[src/rtl/display_pkg.sv]
// Shared constants, channel-index type and width helpers for the LED-matrix scanner.
package display_pkg;

  localparam int unsigned CHAN_IDX_W = 4;

  typedef logic [CHAN_IDX_W-1:0] chan_idx_t;

  localparam chan_idx_t SIDE_RED   = CHAN_IDX_W'(0);
  localparam chan_idx_t SIDE_GREEN = CHAN_IDX_W'(1);

  // Ceiling log2; returns 0 for v <= 1.
  function automatic int unsigned clog2(input int unsigned v);
    int unsigned r;
    r = 0;
    for (int i = 0; i < 32; i++) begin
      if ((64'(1) << i) < 64'(v)) r = int'(i + 1);
    end
    return r;
  endfunction

  // Index width that never collapses to zero bits.
  function automatic int unsigned width_of(input int unsigned v);
    return (clog2(v) == 0) ? 1 : clog2(v);
  endfunction

endpackage

[src/rtl/display_scan_timer.sv]
// Row-period phase counter and row index; strobes describe the cycle that starts at the next edge.
module display_scan_timer
  import display_pkg::*;
#(
  parameter int unsigned ROWS         = 8,
  parameter int unsigned COLS         = 8,
  parameter int unsigned SCAN_DIV     = 1000,
  parameter int unsigned BLANK_CYCLES = 2,
  localparam int unsigned ROW_W = width_of(ROWS),
  localparam int unsigned COL_W = width_of(COLS),
  localparam int unsigned CNT_W = width_of(SCAN_DIV)
) (
  input  logic             clk,
  input  logic             rst_n,
  input  logic             en,
  output logic [ROW_W-1:0] row_c,
  output logic [ROW_W-1:0] fetch_row_c,
  output logic             blank_c,
  output logic             load_cols_c,
  output logic             fetch_valid_c,
  output logic [COL_W-1:0] fetch_col_c
);

  localparam logic [ROW_W-1:0] LAST_ROW = ROW_W'(ROWS - 1);

  logic [CNT_W-1:0] cnt, cnt_nxt;
  logic [ROW_W-1:0] row, row_nxt;

  always_comb begin
    cnt_nxt = cnt;
    row_nxt = row;
    if (!en) begin
      cnt_nxt = '0;
      row_nxt = LAST_ROW;
    end else if (cnt == CNT_W'(SCAN_DIV - 1)) begin
      cnt_nxt = '0;
      row_nxt = (row == LAST_ROW) ? '0 : row + ROW_W'(1);
    end else begin
      cnt_nxt = cnt + CNT_W'(1);
    end
  end

  always_ff @(posedge clk or negedge rst_n) begin
    if (!rst_n) begin
      cnt <= '0;
      row <= LAST_ROW;
    end else begin
      cnt <= cnt_nxt;
      row <= row_nxt;
    end
  end

  // Decode from next-state so downstream registers line up with cnt.
  always_comb begin
    row_c         = row_nxt;
    fetch_row_c   = (row_nxt == LAST_ROW) ? '0 : row_nxt + ROW_W'(1);
    blank_c       = cnt_nxt < CNT_W'(BLANK_CYCLES);
    load_cols_c   = cnt_nxt == CNT_W'(BLANK_CYCLES);
    fetch_valid_c = (cnt_nxt >= CNT_W'(BLANK_CYCLES + 1)) &&
                    (cnt_nxt <= CNT_W'(BLANK_CYCLES + COLS));
    fetch_col_c   = COL_W'(cnt_nxt - CNT_W'(BLANK_CYCLES + 1));
  end

endmodule

[src/rtl/display_matrix_scanner.sv]
// Multiplexed LED-matrix scan engine: fetches the next row from frame RAM,
// patches flicker per channel into a staging buffer, and drives one active-low row.
module display_matrix_scanner
  import display_pkg::*;
#(
  parameter int unsigned ROWS         = 8,
  parameter int unsigned COLS         = 8,
  parameter int unsigned CHANNELS     = 2,
  parameter int unsigned SCAN_DIV     = 1000,
  parameter int unsigned BLANK_CYCLES = 2,
  localparam int unsigned ADDR_W = width_of(ROWS * COLS),
  localparam int unsigned CHAN_W = width_of(CHANNELS),
  localparam int unsigned LED_W  = CHANNELS * COLS
) (
  input  logic                clk,
  input  logic                rst_n,
  input  logic                en,
  input  logic                flicker_state,
  input  logic                screen_flicker_en,
  input  logic                point_flicker_en,
  input  logic [ADDR_W-1:0]   point_flicker_pos,
  input  logic [CHAN_W-1:0]   point_flicker_chan,
  input  logic [CHANNELS-1:0] chan_flicker_mask,
  output logic [ADDR_W-1:0]   ram_rd_addr,
  input  logic [CHANNELS-1:0] ram_data,
  output logic [ROWS-1:0]     led_row,
  output logic [LED_W-1:0]    led_col
);

  localparam int unsigned ROW_W = width_of(ROWS);
  localparam int unsigned COL_W = width_of(COLS);

  logic [ROW_W-1:0]    row_c, fetch_row_c;
  logic                blank_c, load_cols_c, fetch_valid_c;
  logic [COL_W-1:0]    fetch_col_c;

  logic                addr_vld_q, cap_q;
  logic [COL_W-1:0]    col_q, cap_col;
  logic [ADDR_W-1:0]   cap_addr;
  logic [LED_W-1:0]    staging;

  logic [ADDR_W-1:0]   addr_nxt;
  logic [CHANNELS-1:0] px;
  logic                point_hit;
  logic [LED_W-1:0]    staging_nxt;
  logic [ROWS-1:0]     led_row_nxt;

  display_scan_timer #(
    .ROWS         (ROWS),
    .COLS         (COLS),
    .SCAN_DIV     (SCAN_DIV),
    .BLANK_CYCLES (BLANK_CYCLES)
  ) u_timer (
    .clk           (clk),
    .rst_n         (rst_n),
    .en            (en),
    .row_c         (row_c),
    .fetch_row_c   (fetch_row_c),
    .blank_c       (blank_c),
    .load_cols_c   (load_cols_c),
    .fetch_valid_c (fetch_valid_c),
    .fetch_col_c   (fetch_col_c)
  );

  always_comb begin
    addr_nxt = ram_rd_addr;
    if (fetch_valid_c) addr_nxt = ADDR_W'(int'(fetch_row_c) * COLS + int'(fetch_col_c));
  end

  // Flicker patch on the returned pixel; cap_addr is the address that produced ram_data.
  always_comb begin
    px        = '0;
    point_hit = point_flicker_en && (cap_addr == point_flicker_pos);
    for (int ch = 0; ch < CHANNELS; ch++) begin
      if (screen_flicker_en) begin
        if (ch == int'(SIDE_RED))      px[ch] = flicker_state;
        else if (ch == CHANNELS - 1)   px[ch] = ~flicker_state;
        else                           px[ch] = 1'b0;
      end else if (point_hit) begin
        px[ch] = (CHAN_W'(ch) == point_flicker_chan) ? flicker_state : ram_data[ch];
      end else begin
        px[ch] = (chan_flicker_mask[ch] && ram_data[ch]) ? flicker_state : ram_data[ch];
      end
    end
  end

  always_comb begin
    staging_nxt = staging;
    if (cap_q) begin
      for (int ch = 0; ch < CHANNELS; ch++) begin
        for (int c = 0; c < COLS; c++) begin
          if (COL_W'(c) == cap_col) staging_nxt[ch*COLS + c] = px[ch];
        end
      end
    end
  end

  always_comb begin
    led_row_nxt = '1;
    for (int r = 0; r < ROWS; r++) begin
      led_row_nxt[r] = blank_c || (ROW_W'(r) != row_c);
    end
  end

  always_ff @(posedge clk or negedge rst_n) begin
    if (!rst_n) begin
      led_row     <= '1;
      led_col     <= '0;
      ram_rd_addr <= '0;
      staging     <= '0;
      addr_vld_q  <= 1'b0;
      col_q       <= '0;
      cap_q       <= 1'b0;
      cap_col     <= '0;
      cap_addr    <= '0;
    end else if (!en) begin
      led_row     <= '1;
      led_col     <= '0;
      ram_rd_addr <= '0;
      staging     <= '0;
      addr_vld_q  <= 1'b0;
      col_q       <= '0;
      cap_q       <= 1'b0;
      cap_col     <= '0;
      cap_addr    <= '0;
    end else begin
      led_row     <= led_row_nxt;
      if (blank_c)          led_col <= '0;
      else if (load_cols_c) led_col <= staging;
      ram_rd_addr <= addr_nxt;
      addr_vld_q  <= fetch_valid_c;
      col_q       <= fetch_col_c;
      cap_q       <= addr_vld_q;
      cap_col     <= col_q;
      cap_addr    <= ram_rd_addr;
      staging     <= staging_nxt;
    end
  end

endmodule
[config.mk]
export PLATFORM = sky130hd
export DESIGN_NAME = display_matrix_scanner
export DESIGN_NICKNAME = d
export VERILOG_FILES = /design/src/rtl/display_pkg.sv /design/src/rtl/display_scan_timer.sv /design/src/rtl/display_matrix_scanner.sv
export SDC_FILE = /design/constraint.sdc
export NUM_CORES = 1
export LEC_CHECK = 0
export CAP_MARGIN = 20
export CORE_MARGIN = 4
export CORE_UTILIZATION = 55
export CTS_CLUSTER_DIAMETER = 40
export DETAILED_ROUTE_END_ITERATION = 8
export PLACE_DENSITY = 0.8
export SETUP_SLACK_MARGIN = 0.1
export SYNTH_ARGS = -nofsm -noshare
export SYNTH_HDL_FRONTEND = slang
export SYNTH_HIERARCHICAL = 1
export SYNTH_SLANG_ARGS = --single-unit
[constraint.sdc]
create_clock -name clk -period 8.8 [get_ports clk]
set_clock_uncertainty 0.15 [all_clocks]
set_input_delay 1.32 -clock clk [delete_from_list [all_inputs] [get_ports clk]]
set_output_delay 1.32 -clock clk [all_outputs]
set_load 0.05 [all_outputs]
==> reports/qor_table.md, run 1 <==
| Parameter | Value |
|:---|:---|
| Most instantiated flip-flop cell in the synthesis netlist | sky130_fd_sc_hd__dfrtp_1 |
| Count of standard-cell rows | 28 |
| Crit share post-route | 0.456 |
| Clock tree sinks | 73 |
| Headroom to the max-slew limit | 0.415 |
| Via count of the first global-routing pass | 2513 |
| Starting Density | 0.571 |
| Number of enable flip-flop cells after synthesis | 0 |
| Max layer used | met4 |
| Die height | 86.9 um |
| Cell Pwr Density | 161 nW/um2 |
| Total met3 wirelength after detailed routing | 424 um |
| Worst ir drop on vdd | 0.118 mV |
| Count of input and output buffers | 46 |
| Number of primary I/O pins | 47 |
| Antenna violations before repair | 0 |
| Final hold violations | 0 |
| Routed wire length | 7.15 mm |
| Sequential fraction of the synthesis area | 0.538 |
| Detail Route Antenna Nets | 0 |
| Synthesized netlist net count | 346 |
| Cell with the most instances after synthesis | sky130_fd_sc_hd__dfrtp_1 |
| Highest fanout seen on the critical path | 35 |
| CP endpoint kind | flop |
| Core Footprint | 5990 um2 |
| Share of synthesized registers carrying an async set or reset | 1.00 |
| Post-Route M1 WL | 3.36 mm |
| Max-cap viol count | 0 |
| Arrival time of data at the critical path endpoint | 4.08 ns |
| CTS tree | yes |
| Non-Filler Cell Area, Final | 4090 um2 |
| Layout filler cell count | 443 |
| Setup repair after global routing missed its margin | false |
| DRC violation count after routing | 0 |
| Num CTS Buffers | 9 |
| Outcome | finished, final reports clean |
| Total inserted antenna cells | 0 |
| Max H-tree Level | 3 |
| Final net count | 392 |
| Number of vias after detailed routing | 2528 |
| Post-route core utilization | 0.683 |
| Total of warnings raised by yosys | 6 |
| Insertion delay to the later sink of the worst-skew pair | 0.34 ns |
| Cell count after synthesis | 322 |
| Weighted congestion reported at the end of routability-driven placement | 0.869 |
| Chip width | 86.9 um |
| Avg WL per Cell | 16.0 um |
| Slew at the pin closest to its max-slew limit | 0.877 ns |
| Type of the most critical hold path | flop to flop |
| Area growth from synthesis to final layout | 19.6% |
| Fmax achieved | 0.249 GHz |
| Average instance area after synthesis | 10.6 um2 |
| First-pass GRT wire length | 11.9 mm |
| Most frequent cells after synthesis | 62 x sky130_fd_sc_hd__dfrtp_1, 41 x sky130_fd_sc_hd__nor2_1, 24 x sky130_fd_sc_hd__mux2i_1, 19 x sky130_fd_sc_hd__and2_1, 14 x sky130_fd_sc_hd__o21ai_0 |
| Tmin final | 4.01 ns |
| Maximum buffer depth of the clock tree | 2 |
| Sequential cell area | 1840 um2 |
| Number of pins with negative max-slew slack in the final report | 0 |
| Detailed Route Iter0 Violations | 154 |
| First-pass iteration count of the detailed router | 4 |
| Overall die area | 7550 um2 |
| Count of distinct cell types in the synthesized netlist | 46 |
| Post-cts repair resize count | 0 |
| Clock slew seen by the registers of the worst setup and hold paths | 0.08 ns |
| Routed length on met2 | 3.23 mm |
| Sum of negative setup slack | 0 ns |
| Number of vias per cell | 5.64 |
| Area occupied by multi-input gates | 1450 um2 |
| Hold buffer count at CTS | 0 |
| Global-route congestion overflow total | 0 |
| Post-CTS repair timing setup buffer count | 0 |
| Flop and latch count out of synthesis | 73 |
| Overall Global Routing Usage | 0.205 |
| Static power due to leakage | 1.76 nW |
| Combined area of all synthesized cells | 3420 um2 |
| Clock root buffer | sky130_fd_sc_hd__clkbuf_8 |
| Required time at the endpoint of the critical path | 8.87 ns |
| Most area-hungry cell type in the Yosys netlist | sky130_fd_sc_hd__dfrtp_1 |
| Top post-synthesis cells by area | sky130_fd_sc_hd__dfrtp_1 45%, sky130_fd_sc_hd__dfstp_2 8.4%, sky130_fd_sc_hd__mux2i_1 7.0%, sky130_fd_sc_hd__nor2_1 4.5%, sky130_fd_sc_hd__and2_1 3.5% |
| Share of layout cells above drive strength 1 | 0.105 |
| Post-DP Area | 3910 um2 |
| Crit Path Class | primary input to flop |
| Pin count of the biggest net entering global routing | 74 |
| Startpoint Class | primary input |
| Top-area cell type share of the netlist area | 0.453 |
| Half-perimeter wire length after detailed placement | 4.90 mm |
| Setup violators final | 0 |
==> routing by layer <==
layer | track usage | vias to the layer above
met5 | 0 | -
met4 | 0.0864 | 0
met3 | 0.0511 | 14
met2 | 0.304 | 71
met1 | 0.288 | 1233
li1 | - | 1210
==> metrics by stage <==
stage / hold slack (ns) / total power [W] / setup slack (ns) / instances
after floorplan: 0.284 / 0.000399 / 5.33 / 322
after global placement: 0.290 / 0.000425 / 4.57 / 432
after detailed placement: 0.293 / 0.000426 / 4.46 / 432
after CTS: 0.307 / 0.000664 / 4.80 / 448
after global routing: 0.334 / 0.000686 / 4.58 / 448
final: 0.307 / 0.000658 / 4.79 / 448
==> critical path, cell delays in order <==
cell	delay, ns
sky130_fd_sc_hd__clkdlybuf4s50_1	0.46
sky130_fd_sc_hd__buf_4	0.30
sky130_fd_sc_hd__nand2_1	0.28
sky130_fd_sc_hd__or2_1	0.32
sky130_fd_sc_hd__inv_2	0.07
sky130_fd_sc_hd__ha_1	0.18
sky130_fd_sc_hd__o21ai_0	0.10
sky130_fd_sc_hd__a21oi_1	0.64
sky130_fd_sc_hd__mux2_2	0.41
==> path summary, 6_finish.rpt <==
kind,start,end,slack (ns),depth (start not counted)
min in group asynchronous,rst_n,u_timer/cnt[3],1.02,2
setup reg to reg,u_timer/cnt[0],ram_rd_addr[0],5.32,10
max in group asynchronous,rst_n,u_timer/cnt[9],6.90,2
setup / recovery,en,ram_rd_addr[0],4.79,9
hold reg to reg,col_q[2],cap_col[2],0.31,1
hold / removal,col_q[2],cap_col[2],0.31,1
==> kinds of logic after synthesis <==
logic type      count (synthesis)  synth area share
simple gates                  121             0.186
flops                          73             0.538
compound gates                 54             0.101
buf+inv                        28            0.0388
mux                            26            0.0768
xor+xnor                       13            0.0333
fa+ha+maj                       7            0.0256
==> report_power, final <==
part           internal (W)  switching (W)  leakage, nW
combinational     0.0000267      0.0000439        0.705
clock              0.000110       0.000129       0.0887
sequential         0.000343     0.00000584        0.971
==> sequential cells by signal, indices dropped and copies added (netlist names) <==
name         flops
led_col         16
staging         16
u_timer/cnt     10
led_row          8
cap_addr         6
ram_rd_addr      6
cap_col          3
col_q            3
u_timer/row      3
addr_vld_q       1
cap_q            1
==> cells in the final DEF, fill, tap and decap left out, drive strengths merged, types with 3 or more instances in the layout <==
cell type / synthesis / layout
dfstp: 11 / 11
mux2i: 24 / 24
a21oi: 11 / 11
inv: 14 / 15
nor2: 41 / 41
clkinv: 0 / 3
nor2b: 11 / 11
nor3: 5 / 5
xor2: 8 / 8
nand2b: 6 / 6
nand2: 12 / 12
o22ai: 8 / 8
clkdlybuf4s50: 0 / 45
o21ai: 14 / 14
xnor2: 5 / 5
and3: 3 / 3
and2: 19 / 19
nand4: 7 / 7
a31oi: 9 / 9
buf: 5 / 4
nand3: 8 / 8
dfrtp: 62 / 62
ha: 7 / 7
clkbuf: 9 / 10
==> area by class of cell <==
cell class                 instances  share of cell area
clock inverter                     6              0.0104
sequential                        73               0.450
clock buffer                      10              0.0336
inverter                          14              0.0128
timing repair buffer              49               0.117
multi-input combinational        221               0.354
tap                               75              0.0229
No activity file was read; power rests on OpenSTA's default activity.
==> run 2, diff against run 1 <==
--- a/config.mk
+++ b/config.mk
@@ -7,10 +7,10 @@
 export LEC_CHECK = 0
 export CAP_MARGIN = 20
 export CORE_MARGIN = 4
-export CORE_UTILIZATION = 55
+export CORE_UTILIZATION = 49
 export CTS_CLUSTER_DIAMETER = 40
 export DETAILED_ROUTE_END_ITERATION = 8
-export PLACE_DENSITY = 0.8
+export PLACE_DENSITY = 0.75
 export SETUP_SLACK_MARGIN = 0.1
 export SYNTH_ARGS = -nofsm -noshare
 export SYNTH_HDL_FRONTEND = slang
==> constraint.sdc (replaced) <==
create_clock -name clk -period 3.3 [get_ports clk]
set_clock_uncertainty 0.15 [all_clocks]
set_input_delay 0.495 -clock clk [delete_from_list [all_inputs] [get_ports clk]]
set_output_delay 0.495 -clock clk [all_outputs]
set_load 0.05 [all_outputs]
==> run 2 against run 1 <==
  * Utilization down 7.1 points
  * Clock-buffer cell count unchanged
  * Worst hold slack worse by 0.23 ns
  * Sequential share of layout area down 0.74 points
  * Wire length about the same
  * Setup slack worse by 4.4 ns
  * Critical path depth unchanged
  * Flip-flop and latch count unchanged
  * Design area up 1.7%
  * Power rose to 2.6 times the previous value
  * Sequential power rose to 2.7 times the previous value
  * Final cell count up 5.8%
==> reports/qor_table.md, run 2 (synthesized netlist as in run 1, its figures left out) <==
| Parameter | Value |
|:---|:---|
| Avg WL per Cell | 15.1 um |
| Post-CTS repair timing setup buffer count | 0 |
| Starting Density | 0.504 |
| Crit Path Class | flop to flop |
| Sequential cell area | 1840 um2 |
| Die height | 91.6 um |
| Clock slew seen by the registers of the worst setup and hold paths | 0.08 ns |
| Layout filler cell count | 557 |
| Count of standard-cell rows | 30 |
| Largest registers ranked by flip-flop count | led_col: 16 flops, staging: 16 flops, u_timer/cnt: 10 flops |
| Slew at the pin closest to its max-slew limit | 0.770 ns |
| First-pass iteration count of the detailed router | 4 |
| Chip width | 91.6 um |
| Final hold violations | 0 |
| Sum of negative setup slack | 0 ns |
| Overall die area | 8390 um2 |
| Pin count of the biggest net entering global routing | 41 |
| Type of the most critical hold path | primary input to async pin |
| Worst ir drop on vdd | 0.211 mV |
| Startpoint Class | flop |
| DRC violation count after routing | 0 |
| Total power of the final layout | 0.00174 W |
| First-pass GRT wire length | 12.3 mm |
| CTS tree | yes |
| Insertion delay to the later sink of the worst-skew pair | 0.33 ns |
| Max H-tree Level | 3 |
| Overall Global Routing Usage | 0.184 |
| Fmax achieved | 0.339 GHz |
| Share of layout cells above drive strength 1 | 0.116 |
| Global routing usage on met1 | 0.276 |
| Commonest non-fill, non-tap cells in the layout | 62 x sky130_fd_sc_hd__dfrtp_1, 45 x sky130_fd_sc_hd__clkdlybuf4s50_1, 41 x sky130_fd_sc_hd__nor2_1 |
| Area occupied by multi-input gates | 1450 um2 |
| GRT met3 Usage | 0.0389 |
| Cell Pwr Density | 418 nW/um2 |
| Detailed Route Iter0 Violations | 143 |
| Num CTS Buffers | 9 |
| Global-route congestion overflow total | 0 |
| Clock tree sinks | 73 |
| Via count of the first global-routing pass | 2456 |
| CP endpoint kind | flop |
| Number of vias per cell | 5.27 |
| Total inserted antenna cells | 0 |
| Crit share post-route | 0.893 |
| Hold Slack | 0.0789 ns |
| Count of input and output buffers | 46 |
| Tmin final | 2.95 ns |
| Met2 Track Usage GR | 0.262 |
| Number of pins with negative max-slew slack in the final report | 0 |
| Detail Route Antenna Nets | 0 |
| Number of primary I/O pins | 47 |
| Maximum buffer depth of the clock tree | 2 |
| Worst setup margin | 0.354 ns |
| Arrival time of data at the critical path endpoint | 3.02 ns |
| Setup repair after global routing missed its margin | false |
| Highest fanout seen on the critical path | 16 |
| Number of vias after detailed routing | 2497 |
| Minimum setup slack after placement | 0.287 ns |
| Half-perimeter wire length after detailed placement | 4.92 mm |
| Headroom to the max-slew limit | 0.487 |
| Max-cap viol count | 0 |
| Static power due to leakage | 1.79 nW |
| Weighted congestion reported at the end of routability-driven placement | 0.895 |
| Antenna violations before repair | 0 |
| Area growth from synthesis to final layout | 21.6% |
| Clock root buffer | sky130_fd_sc_hd__clkbuf_8 |
| Final net count | 397 |
| Required time at the endpoint of the critical path | 3.38 ns |
| Global-route layer with the greatest usage | met1 |
| Setup violators final | 0 |
| Core Footprint | 6790 um2 |
| Outcome | finished, final reports clean |
| Routed wire length | 7.15 mm |
| Most common library cell in the layout ignoring fill and taps | sky130_fd_sc_hd__dfrtp_1 |
[run 2: worst max-delay path, stage by stage (launching register included)]
cell and delay (ns):
sky130_fd_sc_hd__dfrtp_1 0.43, sky130_fd_sc_hd__ha_1 0.30, sky130_fd_sc_hd__and3_1 0.30, sky130_fd_sc_hd__or4_4 0.44, sky130_fd_sc_hd__a311oi_2 0.33, sky130_fd_sc_hd__o211ai_1 0.16
sky130_fd_sc_hd__nor2_1 0.14, sky130_fd_sc_hd__buf_4 0.30, sky130_fd_sc_hd__mux2i_1 0.22, sky130_fd_sc_hd__nor2_1 0.06
[run 2: per-stage QoR]
stage,instances,utilization,cell area [um2]
after floorplan,322,-,3420
after global placement,458,0.587,3990
after detailed placement,458,0.587,3990
after CTS,474,0.612,4160
after global routing,474,0.613,4160
final,474,0.613,4160
[run 2: final timing paths]
check / slack (ns) / end / depth (start not counted) / start
max in group asynchronous: 2.18 / u_timer/row[2] / 2 / rst_n
max: 0.35 / led_col[10] / 9 / u_timer/cnt[0]
max reg2reg: 0.35 / led_col[10] / 9 / u_timer/cnt[0]
min: 0.08 / staging[14] / 1 / rst_n
min in group clk: 0.30 / cap_col[1] / 1 / col_q[1]
min reg2reg: 0.30 / cap_col[1] / 1 / col_q[1]
[run 2: cell type report]
cell class	instances	area share
Tap cell	96	0.0289
Clock buffer	10	0.0307
Inverter	14	0.0126
Clock inverter	6	0.0102
Timing Repair Buffer	54	0.127
Multi-Input combinational cell	221	0.349
Sequential cell	73	0.442
[run 2: where the power goes]
group	total (W)	internal, W	switching, W
registers	0.000929	0.000914	0.0000149
logic	0.000196	0.0000784	0.000118
clock network	0.000614	0.000276	0.000338
[run 2: timing repair]
action                     4_1_cts  5_1_grt
resized for setup                0        1
setup endpoints to repair        0       21
hold buffers                     0        0
[run 2: metal layers]
metal	share of wire	vias to the layer above	wire length, um
met5	0	-	0
met4	0.015	0	106
met3	0.042	11	300
met2	0.44	64	3140
met1	0.50	1207	3600
li1	-	1215	-
